$ cat src/rtl/alu_op_sequencer.sv
// Sequencer around the combinational 8-bit ALU: a command handshake, a register
// file, registered ALU operands and result writeback. Optional sticky overflow: ALU_STICKY_OVF_EN.
module alu_op_sequencer #(
  parameter int unsigned NREGS = 8,
  parameter int unsigned AW    = 3
) (
  input  logic          clk,
  input  logic          rst_n,
  input  logic          cmd_valid,
  output logic          cmd_ready,
  input  logic [3:0]    cmd_opcode,
  input  logic [AW-1:0] cmd_rd,
  input  logic [AW-1:0] cmd_rs1,
  input  logic [AW-1:0] cmd_rs2,
  input  logic          cmd_imm_en,
  input  logic [7:0]    cmd_imm,
  input  logic          wr_en,
  input  logic [AW-1:0] wr_addr,
  input  logic [7:0]    wr_data,
  input  logic [AW-1:0] rd_addr,
  output logic [7:0]    rd_data,
  output logic [7:0]    alu_a,
  output logic [7:0]    alu_b,
  output logic [3:0]    alu_opcode,
  input  logic [7:0]    alu_result,
  input  logic          alu_zero,
  input  logic          alu_carry,
  input  logic          alu_overflow,
  input  logic          alu_sign,
  output logic          rsp_valid,
  output logic [7:0]    rsp_data,
  output logic [3:0]    flags,
`ifdef ALU_STICKY_OVF_EN
  input  logic          sticky_clr,
  output logic          sticky_ovf,
`endif
  output logic          busy
);

  localparam int unsigned DW = 8;
  localparam logic [3:0]  OP_PASS = 4'hF;

  typedef enum logic [1:0] {
    S_IDLE,
    S_ISSUE,
    S_WB
  } state_t;

  state_t        state;
  state_t        next_state;
  logic          accept_c;
  logic          host_wr_c;
  logic          wb_c;
  logic [DW-1:0] regs [NREGS];
  logic [AW-1:0] rd_q;

  // State register
  always_ff @(posedge clk or negedge rst_n) begin
    if (!rst_n) begin
      state <= S_IDLE;
    end else begin
      state <= next_state;
    end
  end

  // Next state and handshake; a host write blocks command acceptance
  always_comb begin
    next_state = state;
    cmd_ready  = 1'b0;
    accept_c   = 1'b0;
    host_wr_c  = 1'b0;
    wb_c       = 1'b0;
    case (state)
      S_IDLE: begin
        cmd_ready = !wr_en;
        host_wr_c = wr_en;
        if (cmd_valid && !wr_en) begin
          accept_c   = 1'b1;
          next_state = S_ISSUE;
        end
      end
      S_ISSUE: next_state = S_WB;
      S_WB: begin
        wb_c       = 1'b1;
        next_state = S_IDLE;
      end
      default: next_state = S_IDLE;
    endcase
  end

  // Operand capture, register file, writeback and response
  always_ff @(posedge clk or negedge rst_n) begin
    if (!rst_n) begin
      for (int unsigned i = 0; i < NREGS; i++) begin
        regs[i] <= '0;
      end
      alu_a      <= '0;
      alu_b      <= '0;
      alu_opcode <= OP_PASS;
      rd_q       <= '0;
      rsp_valid  <= 1'b0;
      rsp_data   <= '0;
      flags      <= '0;
      busy       <= 1'b0;
    end else begin
      rsp_valid <= wb_c;
      busy      <= (next_state != S_IDLE);
      if (accept_c) begin
        alu_a      <= regs[cmd_rs1];
        alu_b      <= cmd_imm_en ? cmd_imm : regs[cmd_rs2];
        alu_opcode <= cmd_opcode;
        rd_q       <= cmd_rd;
      end
      if (host_wr_c) begin
        regs[wr_addr] <= wr_data;
      end
      if (wb_c) begin
        regs[rd_q] <= alu_result;
        rsp_data   <= alu_result;
        flags      <= {alu_zero, alu_carry, alu_overflow, alu_sign};
      end
    end
  end

  assign rd_data = regs[rd_addr];

`ifdef ALU_STICKY_OVF_EN
  // Sticky overflow: a setting writeback wins over a simultaneous clear
  always_ff @(posedge clk or negedge rst_n) begin
    if (!rst_n) begin
      sticky_ovf <= 1'b0;
    end else if (wb_c && alu_overflow) begin
      sticky_ovf <= 1'b1;
    end else if (sticky_clr) begin
      sticky_ovf <= 1'b0;
    end
  end
`endif

endmodule

$ cat config.mk
export PLATFORM = sky130hd
export DESIGN_NAME = alu_op_sequencer
export DESIGN_NICKNAME = d
export VERILOG_FILES = /design/src/rtl/alu_op_sequencer.sv
export SDC_FILE = /design/constraint.sdc
export NUM_CORES = 1
export LEC_CHECK = 0
export ABC_AREA = 1
export CAP_MARGIN = 30
export CORE_AREA = 4 4 155 142
export DETAILED_ROUTE_END_ITERATION = 8
export DIE_AREA = 0 0 159 146
export GPL_ROUTABILITY_DRIVEN = 0
export RECOVER_POWER = 100
export SYNTH_ARGS = -nofsm -noshare
export SYNTH_HDL_FRONTEND = slang
export SYNTH_SLANG_ARGS = --single-unit
$ cat constraint.sdc
create_clock -name clk -period 2 [get_ports clk]
set_clock_uncertainty 0.2 [all_clocks]
set_input_delay 0.3 -clock clk [delete_from_list [all_inputs] [get_ports clk]]
set_output_delay 0.3 -clock clk [all_outputs]
set_load 0.01 [all_outputs]
* Word-level counts from Yosys, hierarchy flattened
Index checks and enable logic that the tools add are counted.
** Word-level totals
- Input bits :: 52
- Bits in registers :: 103
- Output and inout port bits :: 43
** Operators by class
- $lt $le $gt $ge :: 7
- Mux-type cells :: 25
- Reduce and logical (&&, ||, !) cells :: 6
- Bitwise logic cells :: 5
- Equality and inequality tests :: 2
** Operators with widths (count)
- $bwmux W64 :: 2
- $mux W64 :: 2
- $bmux W8 S3 :: 3
- $mux W8 :: 9
- $demux W8 S3 :: 2
- $ge A4 B4 Y1 const B :: 5
- $not A3 Y4 :: 5
- $lt A4 B1 Y1 const B :: 2
- $mux W1 :: 5
- $pmux W2 S2 :: 1
- $logic_and A1 B1 Y1 :: 3
- $eq A2 B1 Y1 const B :: 1
- $eq A2 B2 Y1 const B :: 1
- $logic_not A2 Y1 :: 1
- $mux W2 :: 1
- $reduce_bool A2 Y1 :: 1
- $logic_not A1 Y1 :: 1

* Logic depth before layout (Yosys ltp)
Gate-level depths: netlist of run 1.
- Depth after elaboration :: 9
- Depth in mapped cells :: 9

* Least setup slack after synthesis of run 1
No wires, ideal clock.
- Path kind :: input -> output
- From :: in rd_addr[0]
- To :: out rd_data[5]
- Buffers on the path :: 2
- Stages on the path :: 6
- Setup slack :: 0.449 ns
- Arrival time :: 1.051 ns
- Data required time :: 1.500 ns
- Cells stage by stage :: buf_2 buf_2 a21oi_1 o21ai_0 nand3_1 o21a_1
** Between the ends
- Longest elaborated chain between the ends :: 4
** Ends and longest elaborated chain
- from (decl) :: line 20 : input logic [AW-1:0] rd_addr,
- $not A3 Y4 (not written as such) :: line 125 : assign rd_data = regs[rd_addr];
- $bmux W8 S3 :: line 125
- $mux W8 (not written as such) (2 in series) :: line 125
- to (decl) :: line 21 : output logic [7:0] rd_data,
No other way between the ends. The select of a mux whose other input is x is not followed.

* Final worst setup path of run 1
- From :: reg alu_opcode[1]
- To :: out alu_opcode[1]
** RTL lines
- from (decl) :: line 24 : output logic [3:0] alu_opcode,
- from (signal assigned) :: line 111 : alu_opcode <= cmd_opcode;
No word-level cell between the ends.

==> results of run 1 <==
synth_stat cells (5+ instances only):
cell type / number
nand2_4: 9
o21a_1: 5
a21oi_1: 106
buf_4: 7
nand3_1: 97
inv_2: 13
o21ai_0: 47
a31oi_1: 11
buf_6: 9
o21ai_1: 62
buf_1: 5
nand2_2: 6
clkbuf_1: 26
o211ai_1: 16
dfrtp_1: 99
buf_2: 13
nor2_1: 32
nand2_1: 294
inv_1: 66
metrics by stage:
stage / TNS [ns] / cell area, um2 / utilization [%] / power, mW / cells
finish: 0 / 8218 / 40.17 / 8.393 / 1306
global route: 0 / 8218 / 40.17 / 8.984 / 1306
CTS: 0 / 8293 / 40.54 / 8.515 / 1305
detailed placement: -4.617 / 7966 / 38.94 / 6.585 / 1287
global placement: -4.569 / 7966 / 38.94 / 6.540 / 1287
floorplan: 0 / 6472 / - / 5.013 / 937
power by group:
| group | switching (mW) | internal (mW) | total [mW] |
|---|---|---|---|
| clock network | 0.887 | 0.985 | 1.87 |
| registers | 0.508 | 2.77 | 3.28 |
| logic | 1.83 | 1.41 | 3.24 |
repair_timing:
action                                 in CTS  in global routing
setup buffers                               1                  1
endpoints found under the hold margin      70                  0
pin swaps                                   0                  1
hold buffers                                1                  0
gates resized for setup                    41                 13
gates cloned                                0                  0
setup endpoints to repair                   9                  8
kinds of logic after synthesis:
kind of cell	count (synthesis)	share of synthesized area, %
buffers and inverters	140	9.820
AOI/OAI and AO/OA	247	20.12
DFF	103	39.90
and+or+nand+nor	447	30.16
final timing paths:
kind / endpoint / slack [ns] / cells past startpoint / start
setup / recovery: alu_opcode[1] / 0.08 / 1 / alu_opcode[1]$_DFFE_PN1P_
max in group asynchronous: alu_opcode[1]$_DFFE_PN1P_ / 0.34 / 3 / rst_n
hold reg to reg: alu_opcode[3]$_DFFE_PN1P_ / 0.27 / 2 / alu_opcode[3]$_DFFE_PN1P_
min in group asynchronous: regs[1]$_DFF_PN0_ / 0.27 / 2 / rst_n
setup reg to reg: rsp_data[0]$_DFFE_PN0N_ / 0.17 / 5 / state[1]$_DFF_PN0_
hold / removal: alu_opcode[1]$_DFFE_PN1P_ / 0.24 / 3 / cmd_opcode[1]
per-layer routing:
layer | wire length, um | up-vias | part of all wire, %
li1 | - | 3279 | -
met1 | 10790 | 3101 | 47
met2 | 9525 | 365 | 41
met3 | 2429 | 33 | 10
met4 | 406 | 0 | 1.8
met5 | 0 | - | 0
area by class of cell:
type / instances / area, um2 / share of cell area (%)
inverter: 80 / 300.3 / 3.654
multi-input combinational: 694 / 3248 / 39.53
clock inverter: 7 / 80.08 / 0.9744
timing repair buffer: 153 / 1456 / 17.72
tap: 260 / 325.3 / 3.959
sequential: 103 / 2582 / 31.43
clock buffer: 9 / 225.2 / 2.741
registers in the layout, summed over array words and instances, names as in the netlist:
register    count
busy            1
alu_a           8
state           2
rd_q            3
alu_b           8
regs           64
rsp_data        8
flags           4
alu_opcode      4
rsp_valid       1
worst min-delay path: stages:
cell	delay, ns
clkdlybuf4s50_1	0.40
nand2_1	0.06
nand2_1	0.05
==> metrics.txt, run 1 <==
# TYPE chip_impl_metric gauge
chip_impl_info{name="critical_path_class",value="reg2out"} 1
chip_impl_metric{name="htree_num_levels",unit=""} 3
chip_impl_metric{name="final_critical_path_setup_slack",unit="ns"} 0.07663
chip_impl_metric{name="filler_cell_count",unit=""} 2163
chip_impl_metric{name="total_global_routing_track_utilization",unit="%"} 19.75
chip_impl_metric{name="synthesis.area",unit="um2"} 6472
chip_impl_info{name="min-delay-path-class",value="in2reg"} 1
chip_impl_info{name="timing.critical_path.max_delay_family",value="flip-flops"} 1
chip_impl_metric{name="design.die.area",unit="um2"} 23210
chip_impl_metric{name="horizontal_extent_of_the_die",unit="um"} 159
chip_impl_metric{name="cp_data_required_time",unit="ns"} 1.50
chip_impl_metric{name="grt_first_pass_wirelength",unit="um"} 36250
chip_impl_info{name="layout_common_cells",value="296 x nand2_1, 105 x a21oi_1, 99 x dfrtp_1"} 1
chip_impl_metric{name="yosysWarningCount",unit=""} 0
chip_impl_metric{name="cellPowerDensity",unit="nW/um2"} 1021
chip_impl_metric{name="cts.path.max_buffers",unit=""} 2
chip_impl_metric{name="core",unit="um2"} 20460
chip_impl_metric{name="timing.final.crit_period",unit="ns"} 1.923
chip_impl_metric{name="timing_worst_slew_pin_value",unit="ns"} 0.5728
chip_impl_metric{name="critical_path_buf_inv_count",unit=""} 1
chip_impl_metric{name="routed_via_density",unit=""} 5.190
chip_impl_metric{name="grt_pass1_vias",unit=""} 6069
chip_impl_metric{name="hold_violations",unit=""} 0
chip_impl_metric{name="worst_path_largest_cell_delay",unit="ns"} 0.53
chip_impl_metric{name="irDropWorstVdd",unit="V"} 0.0004806
chip_impl_metric{name="synth_enable_flop_cells",unit=""} 0
chip_impl_metric{name="worst_slack_after_detailed_placement",unit="ns"} -0.6442
chip_impl_metric{name="antenna-diode-count",unit=""} 0
chip_impl_info{name="synth_top_cell_by_area",value="dfrtp_1"} 1
chip_impl_metric{name="dp_hpwl",unit="um"} 16680
chip_impl_metric{name="grt_max_degree",unit=""} 65
chip_impl_info{name="tritoncts_clock_tree",value="done"} 1
chip_impl_metric{name="drt-wirelength-per-cell",unit="um"} 17.72
chip_impl_metric{name="seq_area_frac_synth",unit="%"} 39.90
chip_impl_info{name="startpoint_type",value="flip-flop"} 1
chip_impl_metric{name="path_max_fanout",unit=""} 2
chip_impl_metric{name="postSynthAreaPerCell",unit="um2"} 6.908
chip_impl_metric{name="buffer_ports.inserted",unit=""} 94
chip_impl_metric{name="report.final.slew_viol_count",unit=""} 0
chip_impl_metric{name="initial_utilization",unit="%"} 31.64
chip_impl_metric{name="synth-seq-cells",unit=""} 103
chip_impl_metric{name="drt_iter0_drc",unit=""} 1110
chip_impl_metric{name="report.final.setup_viol",unit=""} 0
chip_impl_info{name="cts_root_buf",value="clkbuf_16"} 1
chip_impl_metric{name="timing.critical_path.arrival",unit="ns"} 1.42
chip_impl_metric{name="nNetsFinal",unit=""} 1093
chip_impl_metric{name="row_count",unit=""} 50
chip_impl_info{name="rsz0062_at_grt",value="false"} 1
chip_impl_metric{name="drt_pass1_iterations",unit=""} 6
chip_impl_info{name="worstSetupEndpointType",value="output port"} 1
chip_impl_metric{name="detail_route.wirelength",unit="um"} 23150
chip_impl_metric{name="grt_overflow_total",unit=""} 0
chip_impl_info{name="mostFrequentLayoutCell",value="nand2_1"} 1
chip_impl_metric{name="netlist.area_leader.share",unit="%"} 38.28
chip_impl_metric{name="clock_buffers_created_by_tritoncts",unit=""} 9
chip_impl_metric{name="cap_violations",unit=""} 0
chip_impl_metric{name="die_h",unit="um"} 146
chip_impl_info{name="synthTopCellsByArea",value="dfrtp_1 38%, nand2_1 17%, a21oi_1 8.2%"} 1
chip_impl_info{name="ys.flop_type",value="dfrtp_1"} 1
chip_impl_metric{name="globalRouteMet2Util",unit="%"} 28.72
chip_impl_metric{name="area.growth.synth_to_final",unit="%"} 26.97
chip_impl_metric{name="synthesis.instances",unit=""} 937
chip_impl_metric{name="clk_transition_reported_paths",unit="ns"} 0.07
chip_impl_metric{name="finalCritPeriodShare",unit="%"} 96.17
chip_impl_info{name="critical_path.cell_chain",value="clkdlybuf4s50_1"} 1
chip_impl_info{name="slowest_stage_cell_crit_path",value="dfstp_2"} 1
chip_impl_metric{name="drt_drc_violations_left",unit=""} 0
chip_impl_metric{name="number_of_antenna_violations_at_the_first_check_in_global_routing",unit=""} 0
chip_impl_metric{name="synth.lib_cells_used.distinct",unit=""} 24
chip_impl_metric{name="synth_async_sr_flop_share",unit="%"} 100.0
chip_impl_metric{name="clock.fmax",unit="MHz"} 519.9
chip_impl_metric{name="vias",unit=""} 6778
chip_impl_metric{name="met3_usage",unit="%"} 5.607
chip_impl_metric{name="static_leakage_power",unit="nW"} 3.899
chip_impl_metric{name="groute.layer.met1.usage",unit="%"} 29.42
chip_impl_info{name="run_status",value="finished, final reports clean"} 1
chip_impl_metric{name="final_antenna_net_count",unit=""} 0
chip_impl_metric{name="final_layout_size_suffix_gt1_share",unit="%"} 12.81
chip_impl_metric{name="hold-worst-slack",unit="ns"} 0.2432
chip_impl_metric{name="pin_count",unit=""} 95
chip_impl_metric{name="worstSkewPairLatency",unit="ns"} 0.37
chip_impl_metric{name="max_slew_margin",unit="%"} 61.81
chip_impl_metric{name="net_count_after_synthesis",unit=""} 989
chip_impl_metric{name="cts_num_sinks",unit=""} 103
chip_impl_info{name="busiest_layer",value="met1"} 1
No activity file was read; power rests on OpenSTA's default activity.
==> run 2: changes to the inputs <==
--- a/config.mk
+++ b/config.mk
@@ -6,7 +6,7 @@
 export NUM_CORES = 1
 export LEC_CHECK = 0
 export ABC_AREA = 1
-export CAP_MARGIN = 30
+export CAP_MARGIN = 20
 export CORE_AREA = 4 4 155 142
 export DETAILED_ROUTE_END_ITERATION = 8
 export DIE_AREA = 0 0 159 146
==> results of run 2 <==
Final layout, timing and power as in run 1 (identical DEF).
